## src/rtl/addern_mp_seq.sv

```systemverilog
// Multi-precision adder sequencer: feeds an external n-bit addern one slice per cycle, LSB first.
// Latency WORDS cycles accept->out_valid; result held in DONE until out_ready, in_ready only in IDLE.
module addern_mp_seq #(
  parameter int n     = 16,
  parameter int WORDS = 4
) (
  input  logic                 clk,
  input  logic                 sreset,
  input  logic                 in_valid,
  output logic                 in_ready,
  input  logic [n*WORDS-1:0]   a_in,
  input  logic [n*WORDS-1:0]   b_in,
  input  logic                 cin,
  output logic [n-1:0]         add_x,
  output logic [n-1:0]         add_y,
  output logic                 add_cin,
  input  logic [n-1:0]         add_s,
  input  logic                 add_cout,
  output logic                 out_valid,
  input  logic                 out_ready,
  output logic [n*WORDS-1:0]   sum_out,
  output logic                 cout_out
);

  localparam int IW = (WORDS > 1) ? $clog2(WORDS) : 1;
  localparam logic [IW-1:0] LAST_IDX = IW'(WORDS - 1);

  typedef enum logic [1:0] {
    IDLE = 2'd0,
    RUN  = 2'd1,
    DONE = 2'd2
  } state_t;

  typedef logic [WORDS-1:0][n-1:0] wide_t;

  state_t        state_q, state_d;
  logic [IW-1:0] idx_q,   idx_d;
  logic          carry_q, carry_d;
  wide_t         a_q,     a_d;
  wide_t         b_q,     b_d;
  wide_t         sum_q,   sum_d;
  logic          cout_q,  cout_d;

  always_ff @(posedge clk or negedge sreset) begin
    if (!sreset) begin
      state_q <= IDLE;
      idx_q   <= '0;
      carry_q <= 1'b0;
      a_q     <= '0;
      b_q     <= '0;
      sum_q   <= '0;
      cout_q  <= 1'b0;
    end else begin
      state_q <= state_d;
      idx_q   <= idx_d;
      carry_q <= carry_d;
      a_q     <= a_d;
      b_q     <= b_d;
      sum_q   <= sum_d;
      cout_q  <= cout_d;
    end
  end

  always_comb begin
    state_d = state_q;
    idx_d   = idx_q;
    carry_d = carry_q;
    a_d     = a_q;
    b_d     = b_q;
    sum_d   = sum_q;
    cout_d  = cout_q;
    unique case (state_q)
      IDLE: begin
        if (in_valid) begin
          a_d     = wide_t'(a_in);
          b_d     = wide_t'(b_in);
          carry_d = cin;
          idx_d   = '0;
          sum_d   = '0;
          cout_d  = 1'b0;
          state_d = RUN;
        end
      end
      RUN: begin
        // The addern output is combinational on registered slices, so it is captured every RUN edge.
        sum_d[idx_q] = add_s;
        carry_d      = add_cout;
        idx_d        = idx_q + 1'b1;
        if (idx_q == LAST_IDX) begin
          cout_d  = add_cout;
          state_d = DONE;
        end
      end
      DONE: begin
        if (out_ready) begin
          state_d = IDLE;
        end
      end
      default: begin
        state_d = IDLE;
      end
    endcase
  end

  assign in_ready  = (state_q == IDLE);
  assign out_valid = (state_q == DONE);

  // Slice buses are quiet outside RUN so the attached adder sees zeros while idle.
  assign add_x   = (state_q == RUN) ? a_q[idx_q] : '0;
  assign add_y   = (state_q == RUN) ? b_q[idx_q] : '0;
  assign add_cin = (state_q == RUN) ? carry_q    : 1'b0;

  assign sum_out  = sum_q;
  assign cout_out = cout_q;

endmodule

```

## config.mk

```make
export PLATFORM = sky130hd
export DESIGN_NAME = addern_mp_seq
export DESIGN_NICKNAME = d
export VERILOG_FILES = /design/src/rtl/addern_mp_seq.sv
export SDC_FILE = /design/constraint.sdc
export NUM_CORES = 1
export LEC_CHECK = 0
export CORE_MARGIN = 5
export CORE_UTILIZATION = 49
export CTS_CLUSTER_SIZE = 12
export DETAILED_ROUTE_END_ITERATION = 8
export PLACE_DENSITY_LB_ADDON = 0.15
export SYNTH_ARGS = -nofsm -noshare
export SYNTH_HDL_FRONTEND = slang
export SYNTH_SLANG_ARGS = --single-unit
```

## constraint.sdc

```tcl
create_clock -name clk -period 2.4 [get_ports clk]
set_clock_uncertainty 0.15 [all_clocks]
set_input_delay 0.48 -clock clk [delete_from_list [all_inputs] [get_ports clk]]
set_output_delay 0.48 -clock clk [all_outputs]
set_load 0.02 [all_outputs]
```

==> metrics.txt <==
Net Sw Power=6.49 mW; Die H=147 um; FMAX=394 MHz; area leader, netlist=dfrtp_1; Post-synth top cells=198 x dfrtp_1, 72 x mux2_1, 69 x inv_1; Syn Nets=829; reg-to-reg endpoint=sum_out[33]$_DFFE_PN0P_; placed insts=1,124; later-pin clock latency in the skew report=420 ps; Detail Route Antenna Nets=0; antenna cells=0; initial antenna violation count=0; number of global-route vias before repair=7,093; PnR worst setup slack=-136 ps; crit-path max FO=7; worst vdd ir=0.719 mV; grt ovf=0; failing checks=negative setup slack; H-tree levels=4; P_int=11.6 mW; Max Cap Viol=0; Netlist cell types=21; Worst EP required=1770 ps; Yosys top cell area share=54.2%; Reg2Reg Depth=8; CP Class=flop to output port; Comb power frac=51.6%; CTS Root Cell=clkbuf_16; crit path launch=idx_q[0]$_DFFE_PN0P_; drt first-iter violations=375; Avg Cell Area, Syn=13.5 sq um; Post-DP Area=12,000 sq um; Leak=5.33 nW; clock power share=16.3%; CTS sink cnt=198; routed len/inst=20.8 um; Area Growth Syn to Fin=40.0%; DRT Pass-1 Iters=5; CTS Buf Count=17; Place WS=-89.3 ps; Via density=5.57; final instance area=12,800 sq um; min Tclk post-route=2540 ps; fin crit share=106%; post-route DRC violation count=0; sequential area share after synthesis=54.2%; Sw Share=35.9%; RSZ-0062 raised after global routing=true; largest net degree at the start of global routing=71; FF-to-FF setup slack=290 ps; CP Capture Type=output port; Post-synth EDFFs=0; cell area power density=1410 nW/um^2; Layout Nets=1,071; async set-reset flop share out of synthesis=100%; first-pass GRT wire length=39,200 um; Power, Total=18.1 mW; mapped cell area=9140 sq um; CTS tree=yes; cell with the most instances after synthesis=dfrtp_1; synth warn=0; Worst Path Arrival=1910 ps; R2R Path Start=idx_q[0]$_DFFE_PN0P_; final hold vios=0; Seq pwr share=32.1%; layout cells sized above 1=24.6%; status=finished, violations left; crit path launch type=flop; DIE AREA=21,500 sq um; Non-Filler Instances=1,164; Slew headroom=55.7%; # port buffers=249; Setup-failing EPs final=32; Slew @ Worst Pin=664 ps; Slew Viols, Final=0; worst hold path type=flop to flop; clk slew on worst S/H paths=70 ps; hpwl dp=17,300 um; via count=6,487; Cell Rows=50; gpl congestion=0.833; Core Util, Final=69.1%; main flop type after synthesis=dfrtp_1; synth top area cells=dfrtp_1 54%, mux2_1 8.9%, mux4_2 7.9%; Core Area=18,500 sq um; die width=147 um; Initial Utilization=49.4%; Total GRT Usage=22.8%; FF+latch count, synth=198; CP endpoint=add_x[6]; Synth Instances=675; final WL=24,200 um; Clock Path Buffers=2; Top Ports=250
metal layers:
| layer | vias to the layer above | share of wire (%) | global-route usage (%) | wire, um |
|---|---|---|---|---|
| li1 | 2922 | - | - | - |
| met1 | 3279 | 40 | 29.2 | 9790 |
| met2 | 250 | 50 | 38.2 | 12100 |
| met3 | 36 | 7.7 | 6.80 | 1870 |
| met4 | 0 | 2.0 | 5.69 | 477 |
| met5 | - | 0 | 0 | 0 |
flip-flops by register name (all words and copies together) (netlist names):
signal and count:
a_q 64, carry_q 1, state_q 2, sum_out 64, b_q 64, cout_out 1, idx_q 2
cell families after synthesis:
family	after synthesis	share of synthesized area [%]
adders and majority gates	4	0.548
buffers and inverters	134	6.34
AOI/OAI and AO/OA	70	5.78
DFF	198	54.2
muxes	161	23.8
and+or+nand+nor	108	9.36
worst min-delay path by stage:
stage	startpoint	to	slack (ps)	depth (start not counted)
2_1_floorplan	sreset	a_q[0]$_DFFE_PN0P_	30	0
3_3_place_gp	sreset	sum_out[46]$_DFFE_PN0P_	280	1
3_5_place_dp	sreset	sum_out[59]$_DFFE_PN0P_	290	1
4_1_cts	b_q[62]$_DFFE_PN0P_	b_q[62]$_DFFE_PN0P_	330	1
5_1_grt	a_q[58]$_DFFE_PN0P_	a_q[58]$_DFFE_PN0P_	360	1
6_report	b_q[62]$_DFFE_PN0P_	b_q[62]$_DFFE_PN0P_	330	1
power by group through the flow:
stage / Sequential [mW] / Clock, mW / Combinational (mW)
after CTS: 5.82 / 3.02 / 9.48
after global placement: 5.74 / 0 / 8.39
final: 5.81 / 2.95 / 9.32
after global routing: 6.01 / 3.17 / 9.94
after detailed placement: 5.86 / 0 / 8.63
after floorplan: 6.00 / 0 / 4.95
per-stage QoR:
step	setup TNS, ps	hold WS [ps]
6_report	-3720	329
2_1_floorplan	0	34.4
4_1_cts	-5650	335
5_1_grt	-6480	361
3_3_place_gp	-1290	284
3_5_place_dp	-1820	294
cells in the final DEF, fill, tap and decap left out:
master / synthesis / routed
dlygate4sd2_1: 0 / 3
nor2b_2: 0 / 1
buf_12: 0 / 11
mux2_2: 57 / 57
and3b_1: 5 / 5
buf_4: 11 / 24
dfrtp_2: 0 / 3
dfrtp_1: 198 / 195
dlygate4sd3_1: 0 / 1
buf_6: 0 / 34
clkdlybuf4s50_1: 0 / 213
nor2_1: 1 / 1
clkinv_2: 0 / 2
buf_8: 0 / 1
and2_4: 0 / 32
clkinv_4: 0 / 1
a21o_1: 2 / 2
clkinv_8: 0 / 1
mux4_2: 32 / 32
nand3b_1: 1 / 1
clkbuf_8: 0 / 1
and2_1: 33 / 1
o21bai_1: 1 / 1
ha_1: 4 / 4
inv_6: 0 / 5
inv_1: 69 / 69
clkbuf_16: 0 / 17
a221o_1: 1 / 1
nand4b_1: 65 / 65
inv_8: 0 / 4
o31ai_1: 66 / 66
bufinv_16: 0 / 2
nor3b_4: 0 / 1
mux2_1: 72 / 72
nor2b_1: 2 / 1
area by class of cell:
type                    count  area [sq um]
clock inverters            15           184
inverters                  69           259
clock buffers              17           425
well taps                 234           293
repair buffers            288          2980
multi-input cells         343          3700
flip-flops and latches    198          4960
fillers                  1310          5720
worst max-delay path: stages, from the launching register on:
cell	delay [ps]
dfrtp_2	500
buf_12	180
mux4_2	510
and2_4	180
buf_6	120
timing repair:
action	4_1_cts	5_1_grt
gates resized for setup	233	4
hold buffers	1	0
setup endpoints to repair	35	33
gates cloned	2	0
buffers inserted	4	5
endpoints found under the hold margin	39	0
pin swaps	16	3
Note: power is estimated with default switching activity, not from simulation.
